===== src/rtl/ascon_blk_sequencer.sv =====
// ----------------------------------------------------------------------------
// ascon_blk_sequencer
//
// Control sequencer for the Ascon-128 encrypt datapath. It steps through
// initialization, associated-data absorption, plaintext encryption and
// finalization. It drives the block counters into the padding unit and issues
// start/round commands to the permutation core. It also produces the per-block
// strobes for the state datapath and the CT/tag handshakes.
//
// Ports
//   clk_i, rst_ni    clock, asynchronous active-low reset
//   start_i          begin one encryption (ignored while busy_o is high)
//   ad_empty_i       associated data is empty; the AD phase is skipped
//   ad_blk_no_i      index of the last padded AD block (latched at start)
//   pt_blk_no_i      index of the last padded PT block (latched at start)
//   ad_blk_cnt_o     current AD block index to the padding unit
//   pt_blk_cnt_o     current PT block index to the padding unit
//   perm_start_o     one-cycle permutation start
//   perm_rounds_o    round count, valid with perm_start_o
//   perm_done_i      one-cycle permutation completion
//   init_o           load IV||K||N into the state
//   key_xor_o        XOR the key into the state (after init / around final)
//   absorb_ad_o      XOR the padded AD block into the rate
//   dom_sep_o        XOR the domain-separation bit
//   ct_valid_o       ciphertext block valid
//   ct_ready_i       ciphertext sink ready
//   absorb_pt_o      ciphertext handshake; commit the CT block into the rate
//   tag_valid_o      tag valid
//   tag_ready_i      tag sink ready
//   busy_o           an operation is in progress
//   done_o           one-cycle pulse after the tag handshake
// ----------------------------------------------------------------------------
module ascon_blk_sequencer #(
    parameter int unsigned DATA_AW  = 7,
    parameter int unsigned BLOCK_AW = DATA_AW - 3,
    parameter int unsigned ROUNDS_A = 12,
    parameter int unsigned ROUNDS_B = 6
) (
    input  logic                clk_i,
    input  logic                rst_ni,
    input  logic                start_i,
    input  logic                ad_empty_i,
    input  logic [BLOCK_AW-1:0] ad_blk_no_i,
    input  logic [BLOCK_AW:0]   pt_blk_no_i,
    output logic [BLOCK_AW-1:0] ad_blk_cnt_o,
    output logic [BLOCK_AW:0]   pt_blk_cnt_o,
    output logic                perm_start_o,
    output logic [3:0]          perm_rounds_o,
    input  logic                perm_done_i,
    output logic                init_o,
    output logic                key_xor_o,
    output logic                absorb_ad_o,
    output logic                dom_sep_o,
    output logic                ct_valid_o,
    input  logic                ct_ready_i,
    output logic                absorb_pt_o,
    output logic                tag_valid_o,
    input  logic                tag_ready_i,
    output logic                busy_o,
    output logic                done_o
);

    localparam logic [3:0] RND_A = 4'(ROUNDS_A);
    localparam logic [3:0] RND_B = 4'(ROUNDS_B);

    // Every permutation is split into a "command" state that raises
    // perm_start_o and a W_* state that waits for perm_done_i. A done pulse
    // is therefore only ever looked at in a W_* state, which never raises
    // perm_start_o, so stray or early done pulses are ignored by construction.
    typedef enum logic [3:0] {
        S_IDLE,
        S_LOAD,      // init_o
        S_INIT,      // p^a start
        S_W_INIT,
        S_AD,        // absorb_ad_o
        S_AD_PERM,   // p^b start
        S_W_AD,
        S_DOMSEP,    // dom_sep_o
        S_PT,        // ct_valid_o until handshake
        S_PT_PERM,   // p^b start
        S_W_PT,
        S_FINAL,     // key_xor_o
        S_FIN_PERM,  // p^a start
        S_W_FIN,
        S_TAG        // tag_valid_o until handshake
    } state_e;

    state_e state_q, state_d;

    // Operation parameters captured at start and held for the whole run, so
    // the padding unit may change its inputs mid-operation without effect.
    logic                ad_empty_q;
    logic [BLOCK_AW-1:0] ad_last_q;
    logic [BLOCK_AW:0]   pt_last_q;
    logic                capture;

    logic [BLOCK_AW-1:0] ad_cnt_q, ad_cnt_d;
    logic [BLOCK_AW:0]   pt_cnt_q, pt_cnt_d;
    logic                done_q, done_d;

    logic ad_last_hit;
    logic pt_last_hit;

    // Exact equality on latched values: the counter stops at the last index
    // and can never run past the field width.
    assign ad_last_hit = (ad_cnt_q == ad_last_q);
    assign pt_last_hit = (pt_cnt_q == pt_last_q);

    // ------------------------------------------------------------------------
    // State and datapath registers
    // ------------------------------------------------------------------------
    // NOTE: sequential state uses non-blocking assignments so every flop
    // samples the pre-edge values; blocking here would create order-dependent
    // simulation and mismatch the synthesized netlist.
    always_ff @(posedge clk_i or negedge rst_ni) begin
        if (!rst_ni) begin
            state_q    <= S_IDLE;
            ad_cnt_q   <= '0;
            pt_cnt_q   <= '0;
            done_q     <= 1'b0;
            ad_empty_q <= 1'b0;
            ad_last_q  <= '0;
            pt_last_q  <= '0;
        end else begin
            state_q  <= state_d;
            ad_cnt_q <= ad_cnt_d;
            pt_cnt_q <= pt_cnt_d;
            done_q   <= done_d;
            if (capture) begin
                ad_empty_q <= ad_empty_i;
                ad_last_q  <= ad_blk_no_i;
                pt_last_q  <= pt_blk_no_i;
            end
        end
    end

    // ------------------------------------------------------------------------
    // Next-state and command decode
    // ------------------------------------------------------------------------
    // NOTE: every signal written here gets a default before the case, so no
    // path leaves a value unassigned and no latch is inferred.
    always_comb begin
        state_d       = state_q;
        ad_cnt_d      = ad_cnt_q;
        pt_cnt_d      = pt_cnt_q;
        done_d        = 1'b0;
        capture       = 1'b0;
        init_o        = 1'b0;
        perm_start_o  = 1'b0;
        perm_rounds_o = '0;
        key_xor_o     = 1'b0;
        absorb_ad_o   = 1'b0;
        dom_sep_o     = 1'b0;
        ct_valid_o    = 1'b0;
        absorb_pt_o   = 1'b0;
        tag_valid_o   = 1'b0;

        case (state_q)
            S_IDLE: begin
                if (start_i) begin
                    capture  = 1'b1;
                    ad_cnt_d = '0;
                    pt_cnt_d = '0;
                    state_d  = S_LOAD;
                end
            end

            S_LOAD: begin
                init_o  = 1'b1;
                state_d = S_INIT;
            end

            S_INIT: begin
                perm_start_o  = 1'b1;
                perm_rounds_o = RND_A;
                state_d       = S_W_INIT;
            end

            S_W_INIT: begin
                if (perm_done_i) begin
                    key_xor_o = 1'b1;
                    state_d   = ad_empty_q ? S_DOMSEP : S_AD;
                end
            end

            S_AD: begin
                absorb_ad_o = 1'b1;
                state_d     = S_AD_PERM;
            end

            S_AD_PERM: begin
                perm_start_o  = 1'b1;
                perm_rounds_o = RND_B;
                state_d       = S_W_AD;
            end

            S_W_AD: begin
                if (perm_done_i) begin
                    if (ad_last_hit) begin
                        state_d = S_DOMSEP;
                    end else begin
                        ad_cnt_d = ad_cnt_q + 1'b1;
                        state_d  = S_AD;
                    end
                end
            end

            S_DOMSEP: begin
                dom_sep_o = 1'b1;
                state_d   = S_PT;
            end

            S_PT: begin
                // ct_valid_o is a pure state decode, so it cannot drop until
                // the handshake moves the FSM out of S_PT.
                ct_valid_o  = 1'b1;
                absorb_pt_o = ct_ready_i;
                if (ct_ready_i) begin
                    state_d = pt_last_hit ? S_FINAL : S_PT_PERM;
                end
            end

            S_PT_PERM: begin
                perm_start_o  = 1'b1;
                perm_rounds_o = RND_B;
                state_d       = S_W_PT;
            end

            S_W_PT: begin
                if (perm_done_i) begin
                    pt_cnt_d = pt_cnt_q + 1'b1;
                    state_d  = S_PT;
                end
            end

            S_FINAL: begin
                key_xor_o = 1'b1;
                state_d   = S_FIN_PERM;
            end

            S_FIN_PERM: begin
                perm_start_o  = 1'b1;
                perm_rounds_o = RND_A;
                state_d       = S_W_FIN;
            end

            S_W_FIN: begin
                if (perm_done_i) begin
                    key_xor_o = 1'b1;
                    state_d   = S_TAG;
                end
            end

            S_TAG: begin
                tag_valid_o = 1'b1;
                if (tag_ready_i) begin
                    done_d  = 1'b1;
                    state_d = S_IDLE;
                end
            end

            default: begin
                state_d = S_IDLE;
            end
        endcase
    end

    assign ad_blk_cnt_o = ad_cnt_q;
    assign pt_blk_cnt_o = pt_cnt_q;
    assign busy_o       = (state_q != S_IDLE);
    // done_q is only set on the TAG->IDLE transition, so it is high in the
    // first idle cycle, when busy_o has already dropped.
    assign done_o       = done_q;

    // ------------------------------------------------------------------------
    // Protocol properties
    // ------------------------------------------------------------------------
    a_strobes_exclusive: assert property (@(posedge clk_i) disable iff (!rst_ni)
        $onehot0({init_o, key_xor_o, absorb_ad_o, dom_sep_o, absorb_pt_o}));

    a_ct_valid_held: assert property (@(posedge clk_i) disable iff (!rst_ni)
        (ct_valid_o && !ct_ready_i) |=> ct_valid_o);

    a_ad_cnt_bound: assert property (@(posedge clk_i) disable iff (!rst_ni)
        ad_cnt_q <= ad_last_q);

    a_pt_cnt_bound: assert property (@(posedge clk_i) disable iff (!rst_ni)
        pt_cnt_q <= pt_last_q);

endmodule


===== config.mk =====
export PLATFORM = sky130hd
export DESIGN_NAME = ascon_blk_sequencer
export DESIGN_NICKNAME = d
export VERILOG_FILES = /design/src/rtl/ascon_blk_sequencer.sv
export SDC_FILE = /design/constraint.sdc
export NUM_CORES = 1
export LEC_CHECK = 0
export ABC_AREA = 1
export BUFFER_PORTS_ARGS = -buffer_cell sky130_fd_sc_hd__buf_2
export CAP_MARGIN = 20
export CORE_UTILIZATION = 45
export CTS_BUF_LIST = sky130_fd_sc_hd__clkbuf_2
export DETAILED_ROUTE_END_ITERATION = 8
export PLACE_DENSITY_LB_ADDON = 0.2
export SYNTH_ARGS = -nofsm -noshare
export SYNTH_HDL_FRONTEND = slang
export SYNTH_SLANG_ARGS = --single-unit

===== constraint.sdc =====
create_clock -name clk_i -period 2.8 [get_ports clk_i]
set_input_delay 0.42 -clock clk_i [delete_from_list [all_inputs] [get_ports clk_i]]
set_output_delay 0.42 -clock clk_i [all_outputs]
set_load 0.05 [all_outputs]

==> metrics.md <==
| Metric | Value |
|---|---|
| Run status | `finished, final reports clean` |
| Synth top area cells | `dfrtp_1 40%, nand2_1 16%, inv_1 6.8%, nor2_1 6.8%, nand3_1 6.1%` |
| Maximum number of pins on one net before global-route repair | `25` |
| Largest fanout on the critical path | `6` |
| Area delta synth->final | `17.3%` |
| Total number of clock tree sinks | `24` |
| Netlist area before placement | `1490 um^2` |
| Antenna fix cells | `0` |
| Worst hold-check path type | `in -> reg` |
| Placeable core region | `3100 um^2` |
| Sequential element share of the synthesized area | `0.404` |
| Flip-flop and latch count after synthesis | `24` |
| Root buffer cell | `clkbuf_2` |
| Async SR Flop Fraction | `1.00` |
| Initial Utilization | `0.479` |
| # nets final | `271` |
| GRT Total Usage | `0.191` |
| Maximum VDD drop | `508 uV` |
| Drt drc | `0` |
| Peak clock frequency supported by timing | `0.457 GHz` |
| Dominant cell type by area after synthesis | `dfrtp_1` |
| Antenna violations before repair | `0` |
| Die extent in y | `59.5 um` |
| Net count after synthesis | `230` |
| Setup Fix Bufs, Post-CTS | `0` |
| Post-synth EDFFs | `0` |
| Clock edge transition at the registers on the reported setup and hold paths | `0.22 ns` |
| Headroom to the max-slew limit | `0.652` |
| Static Leakage | `0.997 nW` |
| Required @ worst endpoint | `2.38 ns` |
| Final Max Slew Viols | `0` |
| Detail-routed net length per standard cell | `10.3 um` |
| Drt via density | `approximately 4.8` |
| Slack of the worst reg-to-reg path | `1.12 ns` |
| Critical Path AT | `1.77 ns` |
| Total area of multi-input combinational cells | `764 um^2` |
| Number of endpoints failing setup at the final stage | `0` |
| Post-Syn Area per Cell | `7.01 um^2` |
| Setup slack after layout | `0.613 ns` |
| Total power density per cell area | `1040 nW/um^2` |
| Weighted congestion reported at the end of routability-driven placement | `~0.9` |
| Final hold violation count | `0` |
| Total I/O pin count | `39` |
| TritonCTS clock tree | `built` |
| Setup TNS | `0 ns` |
| Post-Route Utilization | `0.562` |
| Capturing element type of the critical path | `output pin` |
| Shortest clock period the worst path allows after layout | `2.19 ns` |
| Reg area | `601 um^2` |
| Worst Skew | `around 0.011 ns` |
| Area fraction of the dominant cell type after synthesis | `0.404` |
| Placed cell count | `approximately 290` |
| Number of DRC markers after the initial detailed-route iteration | `63` |
| Cell types with the highest counts after synthesis | `63 x nand2_1, 27 x inv_1, 27 x nor2_1` |
| Final antenna-violating net count | `0` |
| Number of buffer cells added on primary ports | `37` |
| Full die area | `3540 um^2` |
| Final-layout worst hold slack | `0.288 ns` |
| Level count of the clock H-tree | `1` |
| Source-to-sink clock delay at the later pin of the worst-skew pair | `between 0.3 and 0.4 ns` |
| Final std cells w/o fill | `about 300` |
| Number of buffers inserted during clock tree synthesis | `3` |
| Dominant cell by count in the synthesized netlist | `nand2_1` |
| Die X | `slightly below 60 um` |
| Transition at the pin with the smallest max-transition slack | `0.522 ns` |
| Total number of vias | `between 1,000 and 1,500` |
| Via count of the first global-routing pass | `between 1,000 and 1,500` |
| Final critical-path share of the clock period | `0.781` |
| Wire length of the first global-routing pass | `roughly 5100 um` |
| Setup WS pre-CTS | `1.02 ns` |
| Dominant register cell in the synthesized netlist | `dfrtp_1` |
| Setup crit start kind | `register` |
| Proportion of layout cells with a drive suffix above 1 | `0.230` |
| Syn Inst Count | `212` |
| Filler Cells Inserted | `around 340` |
| Category of the critical setup timing path | `reg -> out` |
| Maximum capacitance violations | `0` |
| Routed WL | `approximately 3000 um` |
| Global-route congestion overflow total | `0` |
| RSZ-0062 raised after global routing | `false` |
| Number of cell rows | `20` |
| Count of warnings emitted by yosys | `0` |
| Detailed-placement wirelength estimate | `2340 um` |
| Count of cell types in the netlist | `26` |
| Max clock buf depth | `2` |
| First drt pass iteration count | `4` |
[routing by layer]
metal  GRT usage  up-vias  share of wire  wire (um)
met3      0.0393        2          0.045        139
met4      0.0408        0         0.0052         16
met5           0        -              0          0
met1       0.266      631           0.48       1480
li1            -      743              -          -
met2       0.305       37           0.47       1430
[repair_timing]
action,in CTS,in global routing
hold endpoints to repair,0,13
gates resized for setup,0,0
hold buffers,0,1
[layout make-up]
class | instances | share of cell area
Tap cell | 44 | 0.0316
Clock inverter | 1 | 0.00215
Clock buffer | 3 | 0.00861
Sequential cell | 24 | 0.345
Inverter | 29 | 0.0625
Multi-Input combinational cell | 157 | 0.439
Timing Repair Buffer | 38 | 0.112
[path summary, 6_finish.rpt]
path	start	endpoint	cells past startpoint
setup / recovery	state_q[0]	perm_rounds_o[2]	5
hold / removal	tag_ready_i	done_o	3
setup reg to reg	state_q[0]	pt_blk_cnt_o[3]	6
hold reg to reg	ad_empty_q	ad_empty_q	1
max in group asynchronous	rst_ni	pt_blk_cnt_o[0]	2
min in group asynchronous	rst_ni	ad_last_q[2]	2
[registers in the layout (all words and copies together), names as in the netlist]
register and count:
ad_last_q 4, done_o 1, state_q 4, pt_blk_cnt_o 5, ad_empty_q 1, ad_blk_cnt_o 4, pt_last_q 5
[critical path, stage by stage, from the launching register on]
cell     delay, ns
dfrtp_1       0.48
nor2_2        0.24
inv_1         0.12
o22ai_1       0.20
or2_2         0.14
buf_2         0.25
[power by group]
part	switching, mW	internal [mW]	total [mW]
clock network	0.101	0.0310	0.132
registers	0.118	0.468	0.587
logic	0.785	0.317	1.10
total	1.00	0.817	1.82
[cell usage in the layout, fill, tap and decap left out, types with 4 or more instances in the layout]
master and instances:
inv_1 27, nand2_1 63, a21oi_1 9, nor2_1 27
nor2_2 5, nand3_1 18, o21ai_0 7, dfrtp_1 24
xor2_1 4, mux2_2 4, buf_2 37
[kinds of logic after synthesis]
logic type	Yosys count	share of synthesized area
adder cells (fa/ha/maj)	2	0.0168
AND/OR/NAND/NOR	126	0.366
other	1	0.00252
buffers and inverters	31	0.0817
AO/OA/AOI/OAI	19	0.0690
XOR/XNOR	5	0.0295
multiplexers	4	0.0303
flip-flops	24	0.404
[stage by stage]
stage | power, mW | cell area [um^2]
finish | 1.82 | 1740
global route | 1.99 | 1740
CTS | 1.83 | 1730
detailed placement | 1.69 | 1710
global placement | 1.69 | 1710
floorplan | 1.46 | 1490
No activity file was read; power rests on OpenSTA's default activity.
